$ cat src/rtl/univ_reg.sv
// Universal shift/rotate/count register with a multi-step sequencer.
// A start latches op and shamt, then repeats that op shamt times and pulses done.
module univ_reg #(
  parameter int WIDTH = 8,
  parameter int CNTW  = 4
) (
  input  logic             clk,
  input  logic             rst,
  input  logic             clr,
  input  logic             ld,
  input  logic [2:0]       op,
  input  logic             start,
  input  logic [CNTW-1:0]  shamt,
  input  logic             sin,
  input  logic [WIDTH-1:0] PI,
  output logic [WIDTH-1:0] PO,
  output logic             carry,
  output logic             zero,
  output logic             busy,
  output logic             done
);

  typedef enum logic [1:0] {IDLE, RUN, DONE} state_e;

  localparam logic [2:0] OP_HOLD = 3'b000;
  localparam logic [2:0] OP_SHL  = 3'b001;
  localparam logic [2:0] OP_SHR  = 3'b010;
  localparam logic [2:0] OP_ROL  = 3'b011;
  localparam logic [2:0] OP_ROR  = 3'b100;
  localparam logic [2:0] OP_INC  = 3'b101;
  localparam logic [2:0] OP_DEC  = 3'b110;
  localparam logic [2:0] OP_INV  = 3'b111;

  state_e           state_q, state_d;
  logic [WIDTH-1:0] po_q, po_d;
  logic             carry_q, carry_d;
  logic [2:0]       op_q, op_d;
  logic [CNTW-1:0]  cnt_q, cnt_d;

  logic [2:0]       step_op;
  logic [WIDTH-1:0] step_po;
  logic             step_c;

  // Single-step datapath; the sequencer reuses it with the latched op.
  always_comb begin
    step_op = (state_q == RUN) ? op_q : op;
    step_po = po_q;
    step_c  = carry_q;
    case (step_op)
      OP_SHL: begin step_po = {po_q[WIDTH-2:0], sin};         step_c = po_q[WIDTH-1]; end
      OP_SHR: begin step_po = {sin, po_q[WIDTH-1:1]};         step_c = po_q[0];       end
      OP_ROL: begin step_po = {po_q[WIDTH-2:0], po_q[WIDTH-1]}; step_c = po_q[WIDTH-1]; end
      OP_ROR: begin step_po = {po_q[0], po_q[WIDTH-1:1]};     step_c = po_q[0];       end
      OP_INC: begin step_po = po_q + 1'b1;                    step_c = &po_q;         end
      OP_DEC: begin step_po = po_q - 1'b1;                    step_c = ~|po_q;        end
      OP_INV: begin step_po = ~po_q;                                                  end
      default: ;
    endcase
  end

  always_comb begin
    state_d = state_q;
    po_d    = po_q;
    carry_d = carry_q;
    op_d    = op_q;
    cnt_d   = cnt_q;
    if (clr) begin
      state_d = IDLE;
      po_d    = '0;
      carry_d = 1'b0;
    end else begin
      case (state_q)
        IDLE: begin
          if (ld) begin
            po_d    = PI;
            carry_d = 1'b0;
          end else if (start && op != OP_HOLD) begin
            op_d    = op;
            cnt_d   = shamt;
            state_d = (shamt != '0) ? RUN : DONE;
          end else begin
            po_d    = step_po;
            carry_d = step_c;
          end
        end
        RUN: begin
          po_d    = step_po;
          carry_d = step_c;
          cnt_d   = cnt_q - 1'b1;
          if (cnt_q == {{(CNTW-1){1'b0}}, 1'b1}) state_d = DONE;
        end
        DONE:    state_d = IDLE;
        default: state_d = IDLE;
      endcase
    end
  end

  always_ff @(posedge clk) begin
    if (rst) begin
      state_q <= IDLE;
      po_q    <= '0;
      carry_q <= 1'b0;
      op_q    <= OP_HOLD;
      cnt_q   <= '0;
    end else begin
      state_q <= state_d;
      po_q    <= po_d;
      carry_q <= carry_d;
      op_q    <= op_d;
      cnt_q   <= cnt_d;
    end
  end

  assign PO    = po_q;
  assign carry = carry_q;
  assign zero  = (po_q == '0);
  assign busy  = (state_q == RUN);
  assign done  = (state_q == DONE);

endmodule

$ cat config.mk
export PLATFORM = sky130hd
export DESIGN_NAME = univ_reg
export DESIGN_NICKNAME = d
export VERILOG_FILES = /design/src/rtl/univ_reg.sv
export SDC_FILE = /design/constraint.sdc
export NUM_CORES = 1
export LEC_CHECK = 0
export CAP_MARGIN = 20
export CORE_MARGIN = 2
export CORE_UTILIZATION = 50
export CTS_BUF_LIST = sky130_fd_sc_hd__clkbuf_4
export CTS_CLUSTER_DIAMETER = 60
export DETAILED_ROUTE_END_ITERATION = 8
export PLACE_DENSITY = 0.76
export RECOVER_POWER = 50
export SLEW_MARGIN = 20
export SYNTH_ARGS = -nofsm -noshare
export SYNTH_HDL_FRONTEND = slang
export SYNTH_SLANG_ARGS = --single-unit
$ cat constraint.sdc
create_clock -name clk -period 4.5 [get_ports clk]
set_input_delay 1.35 -clock clk [delete_from_list [all_inputs] [get_ports clk]]
set_output_delay 1.35 -clock clk [all_outputs]
set_load 0.005 [all_outputs]
==> impl_metrics.toml, run 1 <==
[sta]
period_needed_ps = 4040
finalHoldViolCount = 0
tightest_slew_ps = 1500
drv_slew = 10
fin_skew_ps = 4.56
period_share = 0.898
fmax_mhz = 248
fin_tns_setup_ps = 0
relSlewSlack = -0.0169
setup_viol = 0
rsz0062_at_grt = "false"
hold_ws_ps = 534

[logic_synthesis]
ys_warn_count = 0
synth_top_flop_cell = "dfxtp_1"
synth-simple-area-share = 0.274
synthCells = 240
synthMuxAreaShare = 0.0444
synth_nets = 270
synth_compound_area_frac = 0.318
ys_async_sr_fraction = 0
synth_edf_count = 0
ys_seq_area_frac = 0.194
syn_area_mm2 = 0.00186
synthDistinctLibCells = 64
ys_ff_latch = 18
synth.avg_cell_area_um2 = 7.75
synthAdderAreaFrac = 0.0646
synthXorXnorAreaFrac = 0.0498
synth_top_family_by_area = "compound AO/OA/AOI/OAI gates"

[setup_path]
crit_arrival_ps = 4280
r2r_cells = 9
crit_slowest_cell = "nor4b_1"
crit_buf_inv = 2
reg2reg_from = "state_q[1]"
start_kind = "input pin"
cp-end-kind = "flip-flop"
crit_type = "in -> reg"
rr_endpoint = "PO[3]"
crit_chain = "dlygate4sd3_1 -> buf_4 -> nor3_4 -> nor4b_1 -> or2_4 -> a311o_1 -> a22oi_1 -> o22ai_1"
critPathMaxFanout = 10
max_stage_delay_ps = 1190
critPathTopFamily = "simple AND/OR/NAND/NOR gates"
r2r_setup_slack_ps = 1030
critPathRequiredTime_ps = 4740

[placement]
port_buffers = 32
dp_cells = 310
dpl_cell_area_mm2 = 0.00220
routabilityCongestion = 0.926
dp_hpwl_mm = 4.08

[floorplanning]
coreArea_mm2 = 0.00361
dieArea_mm2 = 0.00423
pin_count = 33
rows = 22
die_y_um = 65
start_util = 0.516
die_x_um = 65

[clock_network]
cts_resized = 0
post-cts-setup-buffers = 0
cts_buffers = 3
cts.clk_slew.worst_paths_ps = 110
cts-root-buf = "clkbuf_4"
holdBufCountCts = 0
clk_latency_ps = 300
htreeDepth = 1
cts_tree = "yes"
clk_path_buf_depth = 2
cts_num_sinks = 18

[worst_hold_path]
hp-start = "cnt_q[1]"
min_path_cells = 2
hold_end = "cnt_q[1]"
worstHoldPathType = "reg -> reg"

[flow_run]
drv_cap = 1

[route]
viasPerCell = 6.53
wirelength_mm = 5.43
route.detailed.drc = 0
drt-initial-drc-count = 160
drt_pre_antenna_iters = 6
num_vias = 2051
drtAntennaViolNets = 0
wire_per_inst_um = 17.3

[status]
violations = "capacitance limit, slew limit"
status = "finished with violations"

[pwr]
power.density_mw_per_mm2 = 196
leakagePower_nw = 0.831
ir_drop_uv = 124
p_total_mw = 0.433

[global_route]
grt_start_max_net_pins = 20
grt_pass1_vias = 1856
antenna_found_initial = 0
gr-total-overflow = 0
grt_pass1_wl_mm = 8.93
grt_usage = 0.271

[layout]
n_antenna_cell = 0
design_area_mm2 = 0.00221
final_cells = 314
layout-drive-gt1-share = 0.0977
finalNetCount = 297
area_growth_syn_to_layout_pct = 18.8
==> state kept, by name (all words and copies together) (netlist names) <==
name / cells
op_q: 3
state_q: 2
cnt_q: 4
PO: 8
carry: 1
==> final cells by class <==
class / count / area, um^2
multi-input cells: 201 / 1380
fillers: 345 / 1400
clock buffers: 3 / 22.5
clock inverters: 1 / 3.75
inverters: 6 / 22.5
repair buffers: 37 / 358
well taps: 48 / 60.1
flip-flops and latches: 18 / 360
==> per-layer routing <==
| metal | wire length, um | track usage | vias to the layer above |
|---|---|---|---|
| met5 | 0 | 0 | - |
| met4 | 116 | 0.0771 | 0 |
| met3 | 571 | 0.0382 | 18 |
| met2 | 2500 | 0.437 | 126 |
| met1 | 2250 | 0.377 | 942 |
| li1 | - | - | 965 |
==> tightest hold or removal path: stages, from the launching register on <==
cell and delay, ps:
dfxtp_1 360, a21oi_1 70, nor2_1 70
==> placed cells by master, fill, tap and decap left out, types with 2 or more instances in the layout <==
cell             count
a2111oi_0            2
a211oi_1             3
a21oi_1             19
a222oi_1             3
a22oi_1              4
a311oi_1             2
a31oi_1              2
and4b_1              2
buf_4                5
clkbuf_4             3
clkdlybuf4s50_1     22
dfxtp_1             18
dlygate4sd3_1       10
ha_1                 8
inv_1                6
mux2_2               2
mux2i_2              2
nand2_1             24
nand2b_1             3
nand3_1              6
nand4_1              2
nor2_1              28
nor2b_1              3
nor3_1               5
nor3_2               2
nor3b_1              2
nor4_1               4
o211ai_1             5
o21ai_0             16
o21ai_1              3
o21bai_1             3
o22ai_1              5
or2_2                2
or3_1                2
or4_1                2
xnor2_1              6
xor2_1               2
==> cells by family after synthesis <==
family,Yosys count
xor+xnor,9
compound gates,83
simple gates,94
fa+ha+maj,9
flops,18
mux,6
buf+inv,21
==> report_power, final <==
group          total, mW  internal (mW)  switching [mW]
sequential         0.182          0.167          0.0158
combinational      0.163         0.0779          0.0849
clock             0.0882         0.0323          0.0559
==> through the flow <==
step / util / setup WS, ps
4_1_cts: 0.617 / 718
3_5_place_dp: 0.610 / 391
5_1_grt: 0.613 / 239
3_3_place_gp: 0.610 / 519
2_1_floorplan: - / 952
6_report: 0.613 / 460
==> synth_stat cells (5+ instances only) <==
library cell,instances,share of area
nor3_1,5,0.013
nand2_1,24,0.048
dfxtp_1,18,0.19
nor2_1,28,0.056
a21oi_1,19,0.051
nand3_1,6,0.016
o22ai_1,5,0.017
buf_2,7,0.019
o211ai_1,5,0.020
clkbuf_1,5,0.010
inv_1,6,0.012
o21ai_0,16,0.043
ha_1,8,0.054
xnor2_1,6,0.028
==> worst max-delay path by stage <==
stage	startpoint	slack [ps]	end	cells past startpoint
after floorplan	op[0]	950	PO[5]	10
after global placement	op[1]	520	PO[3]	9
after detailed placement	op[1]	390	PO[5]	10
after CTS	op[1]	720	PO[5]	10
after global routing	op[0]	240	PO[2]	8
final	op[0]	460	PO[5]	8
Note: power is estimated with default switching activity, not from simulation.
==> inputs of run 2 (changes only) <==
- TNS_END_PERCENT: unset -> 30
==> results of run 2 <==
Final layout, timing and power as in run 1 (identical DEF).
==> patch: new RTL, settings of run 1 <==
`po_q` no longer has a reset.
--- a/src/rtl/univ_reg.sv
+++ b/src/rtl/univ_reg.sv
@@ -100,3 +100,2 @@
       state_q <= IDLE;
-      po_q    <= '0;
       carry_q <= 1'b0;
@@ -106,3 +105,2 @@
       state_q <= state_d;
-      po_q    <= po_d;
       carry_q <= carry_d;
@@ -111,2 +109,6 @@
     end
+  end
+
+  always_ff @(posedge clk) begin
+    po_q <= po_d;
   end
Formal check against the unedited RTL: not equivalent (a bounded check fails within 4 cycles, from zero or initial values and one cycle with rst high).
==> patch against run 1 <==
  * Setup slack improved by 310 ps
  * Cell area decreased by 3.0%
  * Sequential cell count unchanged
  * Clock skew decreased by 2.1 ps
  * Sequential power increased by 7%
  * Total power increased by 4.6%
  * Synthesized area decreased by 3.1%
  * Combinational power increased by 7%
  * Hold slack got worse by 51 ps
  * Wire length decreased by 11%
  * First-iteration DRC count increased by 12%
  * Synthesized cell count increased by 0.83%
==> patch: results (changes against run 1) <==
| Metric | Value |
|---|---|
| Net Sw Frac | 36.50% (was 36.13%) |
| CP peak stage delay | 410 ps (was 1190 ps) |
| CP arrival | 3910 ps (was 4280 ps) |
| Slowest CP cell | clkdlybuf4s50_1 (was nor4b_1) |
| Post-DP Area | 2125 µm² (was 2198 µm²) |
| Syn_nets | 272 (was 270) |
| Worst-path maximum fanout | 5 (was 10) |
| Flop+latch power | 0.194 mW (was 0.182 mW) |
| Wl on met1 | 2.310 mm (was 2.248 mm) |
| Wirelength per Cell | 15.38 µm (was 17.30 µm) |
| Status | finished, final reports clean (was finished with violations) |
| GPL Wtd Cong | 0.8780 (was 0.9256) |
| DRT iter0 DRCs | 179 (was 160) |
| Layout cells sized above 1 | 7.865% (was 9.774%) |
| Max VDD drop | 0.1933 mV (was 0.1243 mV) |
| Power Combinational | 0.175 mW (was 0.163 mW) |
| Largest net degree at the start of global routing | 22 (was 20) |
| Final #Nets | 298 (was 297) |
| Static leakage | 0.8413 nW (was 0.8307 nW) |
| Vias in the first global route | 1712 (was 1856) |
| Final Skew | 2.439 ps (was 4.565 ps) |
| Total GRT Usage | 24.26% (was 27.14%) |
| CP top delay family | compound AO/OA/AOI/OAI gates (was simple AND/OR/NAND/NOR gates) |
| Detailed Place HPWL | 3.672 mm (was 4.084 mm) |
| First-pass GRT wire length | 8.142 mm (was 8.928 mm) |
| WL met2 | 2.194 mm (was 2.496 mm) |
| Power Clock | 0.0837 mW (was 0.0882 mW) |
patch: path summary, 6_finish.rpt:
path | slack [ps] | cells past startpoint | endpoint | startpoint
worst max-delay path | 770 | 10 | PO[5] | op[0]
worst min-delay path | 480 | 2 | cnt_q[1] | cnt_q[1]
worst max register to register | 1240 | 10 | PO[5] | state_q[1]
worst min register to register | 480 | 2 | cnt_q[1] | cnt_q[1]
patch: worst min-delay path, delay by kind of cell, from the launching register on:
kind            cells  cell delay (ps)
compound gates      1               50
flops               1              340
simple gates        1               60
patch: cell families after synthesis:
logic type / after synthesis / share of synthesized area (%)
xor+xnor: 10 / 4.858
simple gates: 91 / 25.40
compound gates: 83 / 32.06
buf+inv: 26 / 7.495
flops: 18 / 19.99
mux: 5 / 3.539
fa+ha+maj: 9 / 6.662
patch: per-stage QoR:
step           hold WS, ps  std cells  setup WS (ps)
6_report             483.3        313          768.7
5_1_grt              509.8        313          577.9
4_1_cts              488.8        313          785.4
3_5_place_dp         473.5        309          481.5
3_3_place_gp         466.4        309          537.1
2_1_floorplan        445.0        242          747.4
patch: final cells by class:
class | instances | area (µm²) | area share, %
clock buffers | 3 | 22.52 | 1.051
multi-input cells | 198 | 1308 | 61.00
well taps | 46 | 57.56 | 2.685
clock inverters | 1 | 3.754 | 0.1751
repair buffers | 38 | 357.8 | 16.70
flip-flops and latches | 18 | 360.3 | 16.81
inverters | 9 | 33.78 | 1.576
patch: layer usage:
metal / GRT usage [%] / vias to the layer above
met2: 38.54 / 67
met4: 6.522 / 0
met5: 0 / -
met1: 35.00 / 861
met3: 2.113 / 6
li1: - / 952
